===== config.mk =====
export PLATFORM = sky130hd
export DESIGN_NAME = cache_mem_arbiter
export DESIGN_NICKNAME = d
export VERILOG_FILES = /design/src/rtl/cache_mem_arbiter.sv
export SDC_FILE = /design/constraint.sdc
export NUM_CORES = 1
export LEC_CHECK = 0
export CELL_PAD_IN_SITES_DETAIL_PLACEMENT = 0
export CELL_PAD_IN_SITES_GLOBAL_PLACEMENT = 1
export CORE_AREA = 8 8 554 556
export DETAILED_ROUTE_END_ITERATION = 10
export DIE_AREA = 0 0 562 564
export PLACE_DENSITY_LB_ADDON = 0.12
export SETUP_SLACK_MARGIN = 0.15
export SLEW_MARGIN = 0
export SYNTH_ARGS = -nofsm -noshare
export SYNTH_HDL_FRONTEND = slang
export SYNTH_SLANG_ARGS = --single-unit

===== constraint.sdc =====
create_clock -name clk -period 1.9 [get_ports clk]
set_input_delay 0.285 -clock clk [delete_from_list [all_inputs] [get_ports clk]]
set_output_delay 0.285 -clock clk [all_outputs]
set_load 0.01 [all_outputs]

===== src/rtl/cache_mem_arbiter.sv =====
`default_nettype none
`timescale 1ns/1ps
// ============================================================================
// Module      : cache_mem_arbiter
// Description : Shares one cacheline-wide backing-memory port between the
//               I-cache and the D-cache. Round-robin on ties, one transaction
//               in flight, registered memory strobes, one-cycle completion
//               pulses and saturating per-port grant counters.
// Revision    : 1.0 - initial release
// ============================================================================
module cache_mem_arbiter #(
    parameter int ADDR_W = 32,
    parameter int LINE_W = 256,
    parameter int CNT_W  = 32
) (
    input  logic              clk,
    input  logic              rst_n,
    // I-cache port (read only)
    input  logic              i_req,
    input  logic [ADDR_W-1:0] i_addr,
    output logic [LINE_W-1:0] i_rdata,
    output logic              i_resp,
    // D-cache port
    input  logic              d_req,
    input  logic              d_we,
    input  logic [ADDR_W-1:0] d_addr,
    input  logic [LINE_W-1:0] d_wdata,
    output logic [LINE_W-1:0] d_rdata,
    output logic              d_resp,
    // Backing memory port
    output logic              mem_read,
    output logic              mem_write,
    output logic [ADDR_W-1:0] mem_addr,
    output logic [LINE_W-1:0] mem_wdata,
    input  logic [LINE_W-1:0] mem_rdata,
    input  logic              mem_resp,
    // Performance / debug
    output logic [CNT_W-1:0]  i_grant_cnt,
    output logic [CNT_W-1:0]  d_grant_cnt,
    output logic              spurious_resp
);

    typedef enum logic [1:0] {
        ST_IDLE = 2'd0,
        ST_BUSY = 2'd1,
        ST_RESP = 2'd2
    } state_t;

    localparam logic              c_PORT_I    = 1'b0;
    localparam logic              c_PORT_D    = 1'b1;
    localparam logic [ADDR_W-1:0] c_LINE_MASK = {{(ADDR_W-5){1'b1}}, 5'b0_0000};
    localparam logic [CNT_W-1:0]  c_CNT_MAX   = {CNT_W{1'b1}};
    localparam logic [CNT_W-1:0]  c_CNT_ONE   = {{(CNT_W-1){1'b0}}, 1'b1};

    state_t              r_state;
    logic                r_last;       // port that won the previous grant
    logic                r_owner;      // port owning the transaction in flight
    logic                r_we;
    logic                r_mem_read;
    logic                r_mem_write;
    logic [ADDR_W-1:0]   r_addr;
    logic [LINE_W-1:0]   r_wdata;
    logic [LINE_W-1:0]   r_i_rdata;
    logic [LINE_W-1:0]   r_d_rdata;
    logic                r_i_resp;
    logic                r_d_resp;
    logic [CNT_W-1:0]    r_i_cnt;
    logic [CNT_W-1:0]    r_d_cnt;
    logic                r_spurious;

    logic                w_any_req;
    logic                w_grant_d;

    // D wins when it is the only requester, or on a tie when I won last time.
    assign w_any_req = i_req | d_req;
    assign w_grant_d = d_req & (~i_req | (r_last == c_PORT_I));

    // Arbitration FSM, transaction registers, responses and counters.
    always_ff @(posedge clk or negedge rst_n) begin
        if (!rst_n) begin
            r_state     <= ST_IDLE;
            r_last      <= c_PORT_I;
            r_owner     <= c_PORT_I;
            r_we        <= 1'b0;
            r_mem_read  <= 1'b0;
            r_mem_write <= 1'b0;
            r_addr      <= '0;
            r_wdata     <= '0;
            r_i_rdata   <= '0;
            r_d_rdata   <= '0;
            r_i_resp    <= 1'b0;
            r_d_resp    <= 1'b0;
            r_i_cnt     <= '0;
            r_d_cnt     <= '0;
            r_spurious  <= 1'b0;
        end else begin
            // Completion pulses last a single cycle by default.
            r_i_resp <= 1'b0;
            r_d_resp <= 1'b0;

            // A memory completion outside BUSY has no transaction to finish.
            if (mem_resp && (r_state != ST_BUSY)) begin
                r_spurious <= 1'b1;
            end

            unique case (r_state)
                ST_IDLE: begin
                    if (w_any_req) begin
                        r_state     <= ST_BUSY;
                        r_owner     <= w_grant_d;
                        r_last      <= w_grant_d;
                        r_we        <= w_grant_d & d_we;
                        r_mem_read  <= ~(w_grant_d & d_we);
                        r_mem_write <= w_grant_d & d_we;
                        r_addr      <= (w_grant_d ? d_addr : i_addr) & c_LINE_MASK;
                        r_wdata     <= w_grant_d ? d_wdata : '0;
                        if (w_grant_d) begin
                            if (r_d_cnt != c_CNT_MAX) begin
                                r_d_cnt <= r_d_cnt + c_CNT_ONE;
                            end
                        end else begin
                            if (r_i_cnt != c_CNT_MAX) begin
                                r_i_cnt <= r_i_cnt + c_CNT_ONE;
                            end
                        end
                    end
                end
                ST_BUSY: begin
                    if (mem_resp) begin
                        r_state     <= ST_RESP;
                        r_mem_read  <= 1'b0;
                        r_mem_write <= 1'b0;
                        // Fills update the owner's data; write-backs leave it alone.
                        if (!r_we) begin
                            if (r_owner == c_PORT_D) begin
                                r_d_rdata <= mem_rdata;
                            end else begin
                                r_i_rdata <= mem_rdata;
                            end
                        end
                        if (r_owner == c_PORT_D) begin
                            r_d_resp <= 1'b1;
                        end else begin
                            r_i_resp <= 1'b1;
                        end
                    end
                end
                ST_RESP: begin
                    r_state <= ST_IDLE;
                end
                default: begin
                    r_state <= ST_IDLE;
                end
            endcase
        end
    end

    assign mem_read      = r_mem_read;
    assign mem_write     = r_mem_write;
    assign mem_addr      = r_addr;
    assign mem_wdata     = r_wdata;
    assign i_rdata       = r_i_rdata;
    assign d_rdata       = r_d_rdata;
    assign i_resp        = r_i_resp;
    assign d_resp        = r_d_resp;
    assign i_grant_cnt   = r_i_cnt;
    assign d_grant_cnt   = r_d_cnt;
    assign spurious_resp = r_spurious;

endmodule
`default_nettype wire

======== After elaboration in Yosys (flattened, before gate mapping) ========
Cells that the tools add are included.
storage, ports and cells
  flip-flop bits (word level) ............. 868
  input bits .............................. 582
  output and inout port bits .............. 869
  logic and storage cells ................. 57
cells by class
  add/subtract/negate cells ............... 2
  eq/ne operators ......................... 6
  muxes and demuxes ....................... 16
  bitwise logic cells ..................... 9
  reduce and logical (&&, ||, !) cells .... 10
operator list
  kind                     number
  $mux W256                1
  $add A32 B1 Y32 const B  2
  $ne A32 B32 Y1 const B   2
  $mux W32                 1
  $reduce_and A4 Y1        4
  $mux W1                  9
  $not A1 Y1               5
  $mux W2                  2
  $ne A2 B2 Y1 const B     2
  $pmux W1 S2              2
  $pmux W2 S2              1
  $reduce_and A2 Y1        2
  $reduce_and A3 Y1        1
  $and A1 B1 Y1            2
  $eq A2 B1 Y1 const B     1
  $logic_not A2 Y1         1
  $ne A2 B1 Y1 const B     1
  $or A1 B1 Y1             2
  $reduce_bool A2 Y1       1
  $logic_and A1 B1 Y1      1

======== Longest topological paths before layout ========
Gate-level depths: netlist (run 1).
  depth after elaboration ................. 7
  mapped depth ............................ 8

======== Worst setup path before layout (run 1) ========
No wires, ideal clock.
  path kind ............................... reg2reg
  start ................................... reg r_i_cnt[0], in the netlist i_grant_cnt[0]
  end ..................................... reg r_i_cnt[15], in the netlist i_grant_cnt[15]
  setup time .............................. 132 ps
  arrival time ............................ 1966 ps
  data required time ...................... 1768 ps
  setup slack ............................. -198 ps
  cell stages (with the launch flop) ...... 8
  buffers on the path ..................... 1
  period minus slack after synthesis ...... 2098 ps
  cells stage by stage .................... dfrtp_1 ha_1 nand4_1 or4_1 nor2_1 buf_2 nor3_1 xor2_1
on the way
  longest elaborated chain between the ends .. 2
ends and longest elaborated chain
  element                                                                  line  source
  start: declaration                                                       67    logic [CNT_W-1:0] r_i_cnt;
  start signal: assignment                                                 123   r_i_cnt <= r_i_cnt + c_CNT_ONE;
  parallel branches: the longest is 2 deep, another holds $add A32 B1 Y32  --
Parallel ways; which one is timed is not known.
A chain may end at the register's enable or synchronous reset.

======== Worst setup path after layout (run 1) ========
  start ................................... reg r_state[1]
  end ..................................... reg r_d_rdata[25], in the netlist d_rdata[25]
on the way
  longest elaborated chain between the ends .. 2
ends and longest elaborated chain
  element                             line  source
  start: declaration                  55    state_t r_state;
  start signal: assignment            81    r_state <= ST_IDLE;
  start signal: assignment            109   r_state <= ST_BUSY;
  start signal: assignment            130   r_state <= ST_RESP;
  $eq A2 B1 Y1                        106   unique case (r_state)
  $reduce_and A4 Y1 (no source line)  --
  end signal: assignment              136   r_d_rdata <= mem_rdata;
  end: declaration                    64    logic [LINE_W-1:0] r_d_rdata;
No other way between the ends.

==> impl_metrics.ini, run 1 <==
[pwr]
leakage_nw = 28.3
power_density_mw_per_mm2 = 1640
pwr-share-comb_pct = 45.8
swShare_pct = 35.7
power.clock.fraction_pct = 22.1
vdd_ir_drop_max_v = 0.000864
p_int_w = 0.0673
finalPower_w = 0.105
pwr-share-seq_pct = 32.1
switching_power_w = 0.0374

[logic_synthesis]
synth-async-reset-ratio_pct = 100
synth_cell_types = 48
synth_edf_count = 0
syn_inst = 2078
ys_warn_count = 0
synth_area_mm2 = 0.0325
ys_ff_latch = 868
synth-main-ff-cell = dfrtp_1
synth_area_per_cell_um2 = 15.7
ys_seq_area_share_pct = 66.8

[min_path]
hold_path_class = input port to flip-flop
holdPathStages = 2
hold_start = d_wdata[233]
hold_end = mem_wdata[233]

[timing]
finalCritPeriodShare_pct = 110
setup_slack_ns = -0.192
finalSetupViolations = 519
timing.slew.headroom_pct = 49.0
tightest_slew_ns = 0.762
hold_violations = 0
maxSlewViolCount = 0
max_freq_ghz = 0.478
fin_skew_ns = 0.0470
post-route-min-period_ns = 2.09
rsz0062_at_grt = yes

[clock_tree]
cts_buffer_depth = 4
cts.reportedPaths.clkPinSlew_ns = 0.07
ctsHtreeMaxLevel = 3
clock_latency_ns = 0.85
clockRootBuffer = clkbuf_16
cts_made_buffers = 125
cts_tree = yes
clock_sinks = 868

[drt]
dr.pass1.iters = 6
drc = 0
vias = 27437
viasPerCell = 3.26
antenna_left = 0
wirelength_um = 211000
wl_per_cell_um = 25.0
drt_iter0_drc = 1247

[finish]
drive_above_1_share_pct = 43.6
synthToLayoutAreaGrowth_pct = 95.6
utilization_pct = 21.3
num-fill-cells = 32375
fin_nets = 4918
post_layout_nonfiller_instances = 8416

[worst_setup_path]
path_max_fanout = 33
r2r_setup_slack_ns = -0.19
cp.required_ns = 2.63
crit_arrival_ns = 2.82
r2r_start = r_state[1]
crit_path_end_kind = flip-flop
start_kind = flip-flop
path_class = flip-flop to flip-flop
worstReg2RegEnd = d_rdata[25]
worstRegToRegCells = 6

[floorplan]
die_area_mm2 = 0.317
num_rows = 201
ios = 1451
core_area_mm2 = 0.298
initial_core_util_pct = 10.9
die_h_um = 564
die_w_um = 562

[global_route]
grt_max_degree = 78
track_usage_pct = 12.7
grt_first_pass_wirelength_um = 280000
grt_pass1_vias = 30573
grt_overflow = 0
antenna_found_initial = 94

[placement]
gp_routability_congestion = 0.750
dp_hpwl_um = 169000
port_buffers = 1435
dp_cells = 7595

[flow_run]
drv_cap = 0

[outcome]
failed_checks = setup timing
status = finished with violations
## flip-flops by register name, indices dropped and copies added, names as in the netlist, 2 cells and up
register,cells
d_rdata,256
i_rdata,256
mem_wdata,256
d_grant_cnt,32
i_grant_cnt,32
mem_addr,27
r_state,2
## power by group through the flow
stage | Combinational (W) | Sequential (W) | Clock [W]
4_1_cts | 0.0492 | 0.0337 | 0.0245
6_report | 0.0479 | 0.0336 | 0.0232
5_1_grt | 0.0512 | 0.0349 | 0.0251
3_5_place_dp | 0.0468 | 0.0330 | 0
3_3_place_gp | 0.0467 | 0.0331 | 0
2_1_floorplan | 0.0118 | 0.0360 | 0
## synthesized netlist by cell type (5+ instances only)
cell type | n | share of area [%]
buf_4 | 5 | 0.12
clkbuf_1 | 68 | 0.78
mux2_2 | 494 | 17
nand3_1 | 27 | 0.42
dfrtp_1 | 868 | 67
xnor2_1 | 29 | 0.78
buf_6 | 28 | 0.97
xor2_1 | 32 | 0.86
a22o_1 | 256 | 6.9
and4_1 | 6 | 0.16
nor2_1 | 18 | 0.21
nor3_2 | 6 | 0.18
inv_1 | 36 | 0.42
mux2_1 | 18 | 0.62
and3_1 | 6 | 0.12
nor4_1 | 7 | 0.13
nand4_1 | 21 | 0.40
nor3_1 | 22 | 0.34
buf_2 | 32 | 0.49
nand2_1 | 32 | 0.37
a222oi_1 | 27 | 0.83
## cell usage in the layout (no fill, tap or decap), drive strengths merged, types with 3 or more instances in the layout
master and count:
a222oi 27, a22o 256, and3 6, and4 6, buf 1104, clkbuf 245
clkdlybuf4s50 582, clkinv 16, conb 5, dfrtp 868, diode 31, dlygate4sd2 173
dlygate4sd3 338, dlymetal6s2s 13, inv 40, mux2 512, nand2 32, nand3 28
nand4 24, nor2 18, nor3 28, nor4 7, o21ai 4, or3 3
or4 5, xnor2 29, xor2 32
## metal layers
metal,track usage (%),routed length (um),vias up
met4,3.79,7060,72
li1,-,-,12224
met5,0,454,-
met3,6.07,21800,340
met1,13.9,79500,13632
met2,21.6,102000,1169
## worst max-delay path by stage
stage,startpoint,endpoint,slack (ns)
after CTS,mem_wdata[118],mem_wdata[118],-0.22
after detailed placement,mem_resp,i_rdata[100],-0.81
after global routing,r_state[1],i_rdata[226],-0.23
after floorplan,r_state[1],d_rdata[25],-0.06
final,r_state[1],d_rdata[25],-0.19
after global placement,mem_resp,i_rdata[19],-0.80
## repair_timing
item                                   in CTS  in global routing
resized for setup                        3953                151
cloned                                      1                  7
pin swaps                                   5                 11
setup endpoints to repair                1709               1496
hold buffers                              338                  0
endpoints found under the hold margin    1065                  0
buffers inserted                          200                 24
## critical path: stages, from the launching register on
cell,delay [ns]
dfrtp_1,0.37
nand2b_4,0.14
or2_4,0.25
or3_4,0.34
buf_12,0.17
buf_12,0.27
mux2_1,0.33
## metrics by stage
stage | hold WS (ns) | cell area [um^2] | setup slack [ns] | TNS, ns
CTS | 0.000808 | 63100 | -0.224 | -68.32
global route | 0.0304 | 63600 | -0.234 | -106.36
global placement | 0.165 | 53700 | -0.798 | -457.28
detailed placement | 0.166 | 53700 | -0.807 | -472.96
finish | 0.108 | 63600 | -0.192 | -43.93
floorplan | -0.0106 | 32700 | -0.0637 | -18.46
## area by class of cell
cell class | count | area (um^2) | area share [%]
antenna | 31 | 77.6 | 0.122
sequential | 868 | 21800 | 34.2
inverter | 36 | 135 | 0.212
timing repair buffer | 2260 | 22400 | 35.3
tap | 3958 | 4950 | 7.78
clock inverter | 23 | 225 | 0.354
clock buffer | 197 | 3790 | 5.96
multi-input combinational | 1043 | 10200 | 16.1
## kinds of logic after synthesis
family	synth area share [%]
AO/OA/AOI/OAI	8.08
XOR/XNOR	1.64
flip-flops	66.8
adder cells (fa/ha/maj)	0.0769
other	0.0115
AND/OR/NAND/NOR	2.90
buffers and inverters	2.80
multiplexers	17.7
No activity file was read; power rests on OpenSTA's default activity.
==> run 2: changes to the inputs <==
Settings changed: REMOVE_ABC_BUFFERS set to 1.
==> impl_metrics.ini, run 2 (same netlist as run 1, synthesis figures left out) <==
[pwr]
finalPower_w = 0.104
pwr-share-comb_pct = 46.0
p_int_w = 0.0674
swShare_pct = 35.3
power.clock.fraction_pct = 22.2
power_density_mw_per_mm2 = 1650
pwr-share-seq_pct = 31.7
switching_power_w = 0.0368
leakage_nw = 27.9
vdd_ir_drop_max_v = 0.000820

[outcome]
failed_checks = setup timing
status = finished with violations

[drt]
antenna_left = 0
drc = 0
viasPerCell = 3.28
drt_iter0_drc = 1082
wirelength_um = 210000
dr.pass1.iters = 6
vias = 27227
wl_per_cell_um = 25.3

[finish]
utilization_pct = 21.1
final_common_cell = dfrtp_1
drive_above_1_share_pct = 39.0
mostFrequentLayoutCells = dfrtp_1 (851), clkdlybuf4s50_1 (740), buf_6 (425)
final_area_mm2 = 0.0630
fin_nets = 4803
num-fill-cells = 32274
synthToLayoutAreaGrowth_pct = 93.7

[clock_tree]
clock_sinks = 868
ctsHtreeMaxLevel = 3
clockRootBuffer = clkbuf_16
cts_made_buffers = 124
cts.reportedPaths.clkPinSlew_ns = 0.06
clock_latency_ns = 0.85
cts_tree = yes
cts_buffer_depth = 4

[floorplan]
initial_core_util_pct = 10.9
ios = 1451
core_area_mm2 = 0.298
die_h_um = 564
num_rows = 201
die_w_um = 562
die_area_mm2 = 0.317

[timing]
post-route-min-period_ns = 2.16
setup_slack_ns = -0.262
finalSetupTns_ns = -82.70
hold_violations = 0
tightest_slew_ns = 0.564
timing.slew.headroom_pct = 62.4
fin_skew_ns = 0.0452
maxSlewViolCount = 0
rsz0062_at_grt = yes
finalSetupViolations = 702
max_freq_ghz = 0.463
finalCritPeriodShare_pct = 114

[worst_setup_path]
path_class = flip-flop to flip-flop
crit_path_end_kind = flip-flop
crit_arrival_ns = 2.85
cp.required_ns = 2.59
path_max_fanout = 17
start_kind = flip-flop
worstRegToRegCells = 6

[min_path]
holdPathStages = 2
hold_path_class = input port to flip-flop

[placement]
post-place-ws_ns = -0.757
dp_hpwl_um = 165000
port_buffers = 1435
place_area_mm2 = 0.0536
gp_routability_congestion = 0.748

[global_route]
track_usage_pct = 12.5
grt_pass1_vias = 29931
grt_overflow = 0
grt_max_degree = 86
grt_first_pass_wirelength_um = 276000
antenna_found_initial = 106

[flow_run]
drv_cap = 0
-- run 2: worst paths after layout --
check / from / end / slack (ns)
hold / removal: d_wdata[80] / mem_wdata[80] / 0.09
setup reg to reg: r_state[1] / d_rdata[64] / -0.26
setup / recovery: r_state[1] / d_rdata[64] / -0.26
max in group asynchronous: rst_n / d_rdata[32] / 0.71
hold reg to reg: d_rdata[27] / d_rdata[27] / 0.49
min in group asynchronous: rst_n / mem_wdata[184] / 0.30
-- run 2: layout make-up --
| class | count | area [um^2] | share of cell area, % |
|---|---|---|---|
| clock buffers | 191 | 3720 | 5.90 |
| inverters | 36 | 135 | 0.214 |
| flip-flops and latches | 868 | 21700 | 34.5 |
| repair buffers | 2146 | 21500 | 34.2 |
| multi-input cells | 1043 | 10600 | 16.9 |
| diodes | 32 | 80.1 | 0.127 |
| well taps | 3958 | 4950 | 7.86 |
| clock inverters | 18 | 243 | 0.385 |
-- run 2: repair_timing --
| item | CTS | global route |
|---|---|---|
| cloned | 8 | 17 |
| hold buffers | 260 | 0 |
| pin swaps | 5 | 20 |
| resized for setup | 2692 | 407 |
| buffers inserted | 159 | 20 |
| endpoints found under the setup margin | 1641 | 1530 |
| endpoints found under the hold margin | 909 | 0 |
-- run 2: per-layer routing --
| metal | global-route usage (%) | routed length (um) | vias up |
|---|---|---|---|
| li1 | - | - | 11973 |
| met1 | 14.5 | 83800 | 13636 |
| met2 | 20.6 | 97500 | 1186 |
| met3 | 5.86 | 21000 | 352 |
| met4 | 3.57 | 6690 | 80 |
| met5 | 0 | 493 | - |
-- run 2: power groups by stage --
stage          sequential (W)  combinational [W]  clock (W)
6_report               0.0330             0.0479     0.0232
3_5_place_dp           0.0328             0.0466          0
4_1_cts                0.0331             0.0486     0.0245
2_1_floorplan          0.0314            0.00735          0
5_1_grt                0.0343             0.0510     0.0250
3_3_place_gp           0.0328             0.0466          0
-- run 2: through the flow --
stage / hold WS (ns) / std cells
after global routing: 0.0293 / 8276
after CTS: 0.000401 / 8224
after detailed placement: 0.265 / 7588
after global placement: 0.259 / 7588
final: 0.0918 / 8292
after floorplan: -0.0106 / 1947
-- run 2: critical path: stages, from the launching register on --
cell,delay (ns)
dfrtp_1,0.38
nand2b_4,0.15
or2_4,0.27
or3_4,0.38
buf_12,0.17
clkbuf_16,0.29
mux2_2,0.28
